File: config.mk
export PLATFORM = sky130hd
export DESIGN_NAME = f_register_file_flat
export DESIGN_NICKNAME = d
export VERILOG_FILES = /design/src/rtl/f_register_file_if.sv /design/src/rtl/f_register_file.sv /design/src/flat_wrapper.sv
export SDC_FILE = /design/constraint.sdc
export NUM_CORES = 2
export LEC_CHECK = 0
export ABC_AREA = 1
export BUFFER_PORTS_ARGS = -buffer_cell sky130_fd_sc_hd__buf_2
export CAP_MARGIN = 20
export CORE_MARGIN = 3
export CORE_UTILIZATION = 55
export CTS_CLUSTER_SIZE = 25
export DETAILED_ROUTE_END_ITERATION = 7
export MAX_ROUTING_LAYER = met4
export PLACE_DENSITY = 0.72
export SETUP_SLACK_MARGIN = 0.05
export SYNTH_ARGS = -nofsm -noshare
export SYNTH_HDL_FRONTEND = slang
export SYNTH_SLANG_ARGS = --single-unit
File: constraint.sdc
create_clock -name CLK -period 4.79 [get_ports CLK]
set_input_delay 0.479 -clock CLK [delete_from_list [all_inputs] [get_ports CLK]]
set_output_delay 0.479 -clock CLK [all_outputs]
set_load 0.03 [all_outputs]
File: src/rtl/f_register_file_if.sv
//============================================================================
// Module   : f_register_file_if
// Purpose  : Operand, issue/writeback, load and FCSR bundle for f_register_file
// Revision : 1.0
//============================================================================
`default_nettype none

interface f_register_file_if #(
    parameter int DATA_W = 32
);
    logic [4:0]        f_rs1;
    logic [4:0]        f_rs2;
    logic [DATA_W-1:0] f_rs1_data;
    logic [DATA_W-1:0] f_rs2_data;
    logic [2:0]        inst_rm;
    logic [2:0]        frm;
    logic              rm_illegal;
    logic              issue;
    logic [4:0]        issue_rd;
    logic              busy;
    logic              f_ready;
    logic [DATA_W-1:0] FPU_out;
    logic [4:0]        flags;
    logic              load_wen;
    logic [4:0]        load_rd;
    logic [DATA_W-1:0] load_data;
    logic              load_ack;
    logic              csr_wen;
    logic [7:0]        csr_wdata;
    logic [7:0]        fcsr_out;

    modport master (
        output f_rs1, f_rs2, inst_rm, issue, issue_rd, f_ready, FPU_out, flags,
               load_wen, load_rd, load_data, csr_wen, csr_wdata,
        input  f_rs1_data, f_rs2_data, frm, rm_illegal, busy, load_ack, fcsr_out
    );

    modport slave (
        input  f_rs1, f_rs2, inst_rm, issue, issue_rd, f_ready, FPU_out, flags,
               load_wen, load_rd, load_data, csr_wen, csr_wdata,
        output f_rs1_data, f_rs2_data, frm, rm_illegal, busy, load_ack, fcsr_out
    );
endinterface

`default_nettype wire

File: src/rtl/f_register_file.sv
//============================================================================
// Module   : f_register_file
// Purpose  : FP register file with FCSR and single-op FPU writeback sequencer
// Revision : 1.0
//============================================================================
`default_nettype none

module f_register_file #(
    parameter int NREGS  = 32,
    parameter int DATA_W = 32
) (
    input  wire              CLK,
    input  wire              RST,
    f_register_file_if.slave bus
);
    localparam int AW = $clog2(NREGS);
    localparam logic [2:0] C_RM_DYN = 3'b111;

    typedef enum logic [0:0] {
        S_IDLE = 1'b0,
        S_BUSY = 1'b1
    } state_t;

    state_t            state_q, state_d;
    logic [AW-1:0]     pend_rd_q, pend_rd_d;
    logic [2:0]        frm_q, frm_d;
    logic [4:0]        fflags_q, fflags_d;
    logic [DATA_W-1:0] regs_q [NREGS];

    logic              w_fpu_wb;
    logic              w_load_ack;
    logic              w_wen;
    logic [AW-1:0]     w_waddr;
    logic [DATA_W-1:0] w_wdata;
    logic [2:0]        w_frm;

    // FPU completion owns the single write port; a colliding load waits.
    assign w_fpu_wb   = (state_q == S_BUSY) && bus.f_ready;
    assign w_load_ack = bus.load_wen && !w_fpu_wb;
    assign w_wen      = w_fpu_wb || w_load_ack;
    assign w_waddr    = w_fpu_wb ? pend_rd_q : bus.load_rd;
    assign w_wdata    = w_fpu_wb ? bus.FPU_out : bus.load_data;

    always_comb begin
        state_d   = state_q;
        pend_rd_d = pend_rd_q;
        case (state_q)
            S_IDLE: begin
                if (bus.issue) begin
                    pend_rd_d = bus.issue_rd;
                    state_d   = S_BUSY;
                end
            end
            S_BUSY: begin
                if (bus.f_ready) begin
                    state_d = S_IDLE;
                end
            end
            default: state_d = S_IDLE;
        endcase
    end

    always_comb begin
        frm_d    = frm_q;
        fflags_d = fflags_q;
        if (bus.csr_wen) begin
            frm_d    = bus.csr_wdata[7:5];
            fflags_d = bus.csr_wdata[4:0] | (w_fpu_wb ? bus.flags : 5'b0);
        end else if (w_fpu_wb) begin
            fflags_d = fflags_q | bus.flags;
        end
    end

    always_ff @(posedge CLK) begin
        if (RST) begin
            state_q   <= S_IDLE;
            pend_rd_q <= '0;
            frm_q     <= '0;
            fflags_q  <= '0;
            for (int i = 0; i < NREGS; i++) begin
                regs_q[i] <= '0;
            end
        end else begin
            state_q   <= state_d;
            pend_rd_q <= pend_rd_d;
            frm_q     <= frm_d;
            fflags_q  <= fflags_d;
            if (w_wen) begin
                regs_q[w_waddr] <= w_wdata;
            end
        end
    end

    // Write-first bypass so the FPU sees a result in the cycle it commits.
    assign bus.f_rs1_data = (w_wen && (w_waddr == bus.f_rs1)) ? w_wdata : regs_q[bus.f_rs1];
    assign bus.f_rs2_data = (w_wen && (w_waddr == bus.f_rs2)) ? w_wdata : regs_q[bus.f_rs2];

    assign w_frm          = (bus.inst_rm == C_RM_DYN) ? frm_q : bus.inst_rm;
    assign bus.frm        = w_frm;
    assign bus.rm_illegal = (w_frm >= 3'd5);
    assign bus.busy       = (state_q == S_BUSY);
    assign bus.load_ack   = w_load_ack;
    assign bus.fcsr_out   = {frm_q, fflags_q};

endmodule

`default_nettype wire

File: src/flat_wrapper.sv
// flat-port wrapper written by rule: the top's interface ports become plain ports
module f_register_file_flat 
#(
    parameter int NREGS  = 32,
    parameter int DATA_W = 32
)
  (CLK, RST, bus_f_rs1, bus_f_rs2, bus_inst_rm, bus_issue, bus_issue_rd, bus_f_ready, bus_FPU_out, bus_flags, bus_load_wen, bus_load_rd, bus_load_data, bus_csr_wen, bus_csr_wdata, bus_f_rs1_data, bus_f_rs2_data, bus_frm, bus_rm_illegal, bus_busy, bus_load_ack, bus_fcsr_out);
  f_register_file_if #(.DATA_W(DATA_W)) bus_i ();
  input  wire CLK;
  input  wire RST;
  input wire logic [$bits(bus_i.f_rs1)-1:0] bus_f_rs1;
  input wire logic [$bits(bus_i.f_rs2)-1:0] bus_f_rs2;
  input wire logic [$bits(bus_i.inst_rm)-1:0] bus_inst_rm;
  input wire logic [$bits(bus_i.issue)-1:0] bus_issue;
  input wire logic [$bits(bus_i.issue_rd)-1:0] bus_issue_rd;
  input wire logic [$bits(bus_i.f_ready)-1:0] bus_f_ready;
  input wire logic [$bits(bus_i.FPU_out)-1:0] bus_FPU_out;
  input wire logic [$bits(bus_i.flags)-1:0] bus_flags;
  input wire logic [$bits(bus_i.load_wen)-1:0] bus_load_wen;
  input wire logic [$bits(bus_i.load_rd)-1:0] bus_load_rd;
  input wire logic [$bits(bus_i.load_data)-1:0] bus_load_data;
  input wire logic [$bits(bus_i.csr_wen)-1:0] bus_csr_wen;
  input wire logic [$bits(bus_i.csr_wdata)-1:0] bus_csr_wdata;
  output wire logic [$bits(bus_i.f_rs1_data)-1:0] bus_f_rs1_data;
  output wire logic [$bits(bus_i.f_rs2_data)-1:0] bus_f_rs2_data;
  output wire logic [$bits(bus_i.frm)-1:0] bus_frm;
  output wire logic [$bits(bus_i.rm_illegal)-1:0] bus_rm_illegal;
  output wire logic [$bits(bus_i.busy)-1:0] bus_busy;
  output wire logic [$bits(bus_i.load_ack)-1:0] bus_load_ack;
  output wire logic [$bits(bus_i.fcsr_out)-1:0] bus_fcsr_out;
  assign bus_i.f_rs1 = bus_f_rs1;
  assign bus_i.f_rs2 = bus_f_rs2;
  assign bus_i.inst_rm = bus_inst_rm;
  assign bus_i.issue = bus_issue;
  assign bus_i.issue_rd = bus_issue_rd;
  assign bus_i.f_ready = bus_f_ready;
  assign bus_i.FPU_out = bus_FPU_out;
  assign bus_i.flags = bus_flags;
  assign bus_i.load_wen = bus_load_wen;
  assign bus_i.load_rd = bus_load_rd;
  assign bus_i.load_data = bus_load_data;
  assign bus_i.csr_wen = bus_csr_wen;
  assign bus_i.csr_wdata = bus_csr_wdata;
  assign bus_f_rs1_data = bus_i.f_rs1_data;
  assign bus_f_rs2_data = bus_i.f_rs2_data;
  assign bus_frm = bus_i.frm;
  assign bus_rm_illegal = bus_i.rm_illegal;
  assign bus_busy = bus_i.busy;
  assign bus_load_ack = bus_i.load_ack;
  assign bus_fcsr_out = bus_i.fcsr_out;
  f_register_file #(.NREGS(NREGS), .DATA_W(DATA_W)) u_core (.CLK(CLK), .RST(RST), .bus(bus_i));
endmodule
Word-level counts from Yosys, hierarchy flattened. Memories as Yosys holds them, arrays and structs flattened. Index checks and enable logic that the tools add are counted.

Flip-flop bits (word level): 14. Bits in writable memories: 1024. Input port bits: 106. Output and inout bits: 78. Logic and storage cells: 40. Memories: 1.

Memory list: u_core.regs_q (depth 32, width 32, read ports 2, clocked after Yosys merged registers in 0, wr ports 32, RTL line f_register_file.sv:28) `logic [DATA_W-1:0] regs_q [NREGS];`.

Magnitude comparators: 1. Equality and inequality tests: 3. Mux-type cells: 19. Bitwise logic cells: 3. Reduce and logical (&&, ||, !) cells: 9.

Operator list (number): 32-bit two-way mux (4); 32-bit OR reduction (1); 5-bit two-way mux (5); 5-bit == test (2); 5-bit OR (2); 1-bit two-way mux (8); 1-bit logical AND (4); 3-bit == test (second input constant) (1); 3-bit greater-or-equal comparator (second input constant) (1); 3-bit two-way mux (1); 1-bit one-hot mux with 2 select lines (1); 2-bit AND reduction (1); 2-bit nonzero test (1); 1-bit logical NOT (1); 1-bit logical OR (1); 1-bit NOT (1).

Longest topological paths before layout.
Depth after elaboration: 9. Depth in mapped cells: 12. Mapped depth without buffers: 10.

Worst setup path after synthesis. Ideal clock, no wire load.

Path type: flip-flop to flip-flop. Start point: register u_core.state_q (netlist: u_core.bus.busy). End point: memory u_core.regs_q[3][0] (enable). Setup time: 389 ps. Arrival time: 2554 ps. Required time: 4401 ps. Path slack: 1846 ps. Stages on the path, launching flop included: 9. Clock period less this slack: 2944 ps. Path through: dfxtp_1 > nand2_1 > buf_4 > nand2_2 > nand2_1 > nor3_2 > nand2_1 > buf_2 > nand2_1.

RTL lines: from (decl) (RTL line f_register_file.sv:24) `state_t state_q, state_d;`; from (signal assigned) (RTL line f_register_file.sv:84) `state_q <= state_d;`; to (decl) (RTL line f_register_file.sv:28).

Final worst setup path.
Start point: register u_core.state_q (netlist: u_core.bus.busy). End point: output port bus_f_rs1_data[30].

Cells in the longest elaborated chain, start to end: 6. Elaborated cells on any way between the ends: 9. Classes of those cells: 1 x eq/ne; 3 x mux; 5 x reduce/logical.

RTL lines: 1-bit logical AND * (RTL line f_register_file.sv:38) `assign w_fpu_wb = (state_q == S_BUSY) && bus.f_ready;`; branches (longest 4 deep; another with 5-bit two-way mux); 32-bit two-way mux * (RTL line f_register_file.sv:95) `assign bus.f_rs1_data = (w_wen && (w_waddr == bus.f_rs1)) ? w_wdata : regs_q[bus.f_rs1];`; to (decl) (RTL line flat_wrapper.sv:24) `output wire logic [$bits(bus_i.f_rs1_data)-1:0] bus_f_rs1_data;`.

Every way passes the cells marked *.

==> reports/results.tsv <==
stage	metric	value	unit
sta	fin_setup_tns	0	ns
detailed_routing	wl_per_cell	26.6	um
floorplan	design.die.area	109000	um2
clock_network	insertion_delay	0.70	ns
clock_network	clock_sinks	1038	
floorplan	die_w	330	um
setup_path	required	4.31	ns
logic_synthesis	yosysTopAreaCellShare	53.2	%
power_and_ir_drop	ir_drop	316	uV
sta	worst_pin_slew	1.11	ns
setup_path	arrival	3.65	ns
clock_network	cts-root-buf	clkbuf_16	
clock_network	cts_buffers	107	
sta	period_minus_slack	4.13	ns
sta	max_freq	242	MHz
worst_hold_path	hp-class	primary input to flip-flop	
power_and_ir_drop	clkPwrFrac	37.1	%
layout	fin_nets	7365	
grt	top_usage_layer	met2	
clock_network	clkTransAtPathRegs	0.06	ns
detailed_routing	drt-initial-drc-count	11000	
placed_design	numPortBuffers	183	
power_and_ir_drop	p_int	0.0160	W
grt	grt_pass1_wl	336	mm
clock_network	cts-htree-levels	3	
clock_network	cts_setup_buffers	0	
logic_synthesis	yosys_register_bits	1038	
grt	antenna_found_initial	4	
layout	final_util	61.5	%
logic_synthesis	synthesis.nets	7567	
grt	gr-usage-met3	13.1	%
floorplan	core	104000	um2
detailed_routing	wirelength	232	mm
sta	slew_headroom	25.9	%
sta	rsz0062_at_grt	no	
sta	slew_violations	0	
detailed_routing	drt-pass1-iter-count	8	
logic_synthesis	post-synth-top-area-cell	edfxtp_1	
clock_network	clk_path_buf_depth	3	
logic_synthesis	ys_types	25	
logic_synthesis	netlist_instances	7461	
clock_network	ctsHoldBuffers	1	
power_and_ir_drop	p_switching	0.00645	W
status	status	finished with violations	
power_and_ir_drop	swShare	28.8	%
power_and_ir_drop	p_seq_share	47.0	%
detailed_routing	drc	26	
floorplan	num_rows	118	
setup_path	crit_fanout	19	
floorplan	initial_utilization	55.6	%
grt	gr-usage-met2	61.3	%
logic_synthesis	synth_area_per_cell	7.75	um2
setup_path	crit_type	flip-flop to primary output	
setup_path	startpoint_type	flip-flop	
placed_design	hpwl	125	mm
sta	hold_viol_final	0	
setup_path	crit_path_start	u_core.bus.busy	
status	violations	DRC	
power_and_ir_drop	power_frac_comb	15.9	%
power_and_ir_drop	p_leak	26.7	nW
power_and_ir_drop	cellPowerDensity	351	nW/um2
logic_synthesis	syn_area	57800	um2
sta	skew	0.0243	ns
worst_hold_path	hp-start	bus_issue_rd[0]	
floorplan	io_pins	184	
clock_network	tritoncts	yes	
grt	grt_pass1_vias	53000	
grt	grt_max_degree	173	
setup_path	rr_startpoint	u_core.bus.busy	
layout	syn_to_final_growth	10.5	%
logic_synthesis	synth_seq_area_share	53.7	%
detailed_routing	via_count	57000	
detailed_routing	via_per_inst	6.52	
grt	gr-usage-all-layers	43.0	%
logic_synthesis	netlist_top_cells_area	edfxtp_1 53%, nand2_1 18%, nand3_1 15%	
clock_network	cts_resized	0	
placed_design	place.gp.congestion	0.944	
grt	met1_usage	51.8	%
sta	setup_violations	0	
floorplan	dieHeight	330	um
grt	overflow	0	
layout	drive_gt1_share	8.42	%
job	max_cap_viol_count	0	
setup_path	critPathCaptureType	primary output	
detailed_routing	drtAntennaViolNets	0	
logic_synthesis	yosys_warnings	0	
sta	min_period_over_period	86.2	%
==> final cells by class <==
cell class	count	area [um2]
Multi-Input combinational cell	5698	24200
Inverter	57	256
Fill cell	8832	40000
Sequential cell	1038	31000
Timing Repair Buffer	357	3270
Clock buffer	139	2840
Tap cell	1380	1730
Clock inverter	55	526
Antenna cell	7	17.5
==> metal layers <==
layer	part of all wire, %	vias to the layer above
met5	0	-
met4	8.6	0
met3	16	1255
met2	42	5299
met1	33	26000
li1	-	24400
==> kinds of logic after synthesis <==
logic type,count (synthesis),synth area share (%)
and+or+nand+nor,5642,40.9
DFF,1038,53.7
buffers and inverters,725,4.80
AOI/OAI and AO/OA,56,0.671
==> state kept, by name, summed over array words and instances, names as in the netlist <==
name and flops:
u_core.regs_q 1024, u_core.pend_rd_q 5, u_core.fflags_q 5, u_core.bus.busy 1, u_core.frm_q 3
==> layout by cell type, fill, tap and decap left out, types with 16 or more instances in the layout <==
master and count:
o21a_1 33, clkbuf_16 109, or2_2 32, nand4_1 64, buf_16 16, clkinv_1 29, inv_1 43, buf_2 175
nand3_1 1729, nand2_1 2688, edfxtp_1 1024, buf_4 105, buf_12 52, nand2_2 66, nor2_1 1045, clkbuf_1 30
==> synthesized netlist by cell type (all sizes together) <==
cell type and count:
nor2 1051, a31oi 5, inv 56, nor3 10
or2 32, a21oi 1, o21ai 17, clkinv 1
edfxtp 1024, clkbuf 587, nand2 2754, dfxtp 14
nand4 64, buf 81, nand3 1731, o21a 33
==> path summary, 6_finish.rpt <==
kind / end / slack [ns] / depth (start not counted)
max reg2reg: u_core.regs_q[14][21] / 1.37 / 7
max: bus_f_rs1_data[30] / 0.66 / 11
min reg2reg: u_core.fflags_q[3] / 0.49 / 2
min: u_core.pend_rd_q[0] / 0.02 / 3
==> critical path, cell delays in order (launching register included) <==
cell	delay (ns)
dfxtp_1	0.33
nand2_2	0.32
inv_2	0.31
nand2_1	0.14
nand2_1	0.11
nand2_1	0.09
nand2_1	0.08
nor2_4	0.55
buf_4	0.51
nand4_1	0.15
nand2_1	0.15
buf_2	0.21
==> metrics by stage <==
| stage | total power, W | cell area [um2] | std cells | hold slack, ns | worst slack (ns) |
|---|---|---|---|---|---|
| final | 0.0224 | 63900 | 8731 | 0.0243 | 0.661 |
| after global routing | 0.0229 | 63900 | 8728 | 0.0366 | 0.533 |
| after CTS | 0.0221 | 63500 | 8708 | 0.00725 | 0.780 |
| after detailed placement | 0.0140 | 60100 | 8513 | 0.486 | 1.23 |
| after global placement | 0.0140 | 60000 | 8510 | 0.479 | 0.796 |
| after floorplan | 0.0127 | 57800 | 7461 | 0.501 | 1.85 |
==> power groups by stage <==
stage | Sequential [W] | Combinational (W) | Clock [W]
after floorplan | 0.0107 | 0.00203 | 0
after global placement | 0.0107 | 0.00329 | 0
after detailed placement | 0.0107 | 0.00334 | 0
after CTS | 0.0105 | 0.00335 | 0.00826
after global routing | 0.0106 | 0.00372 | 0.00862
final | 0.0105 | 0.00357 | 0.00831
Power figures use the tool's default switching activity.
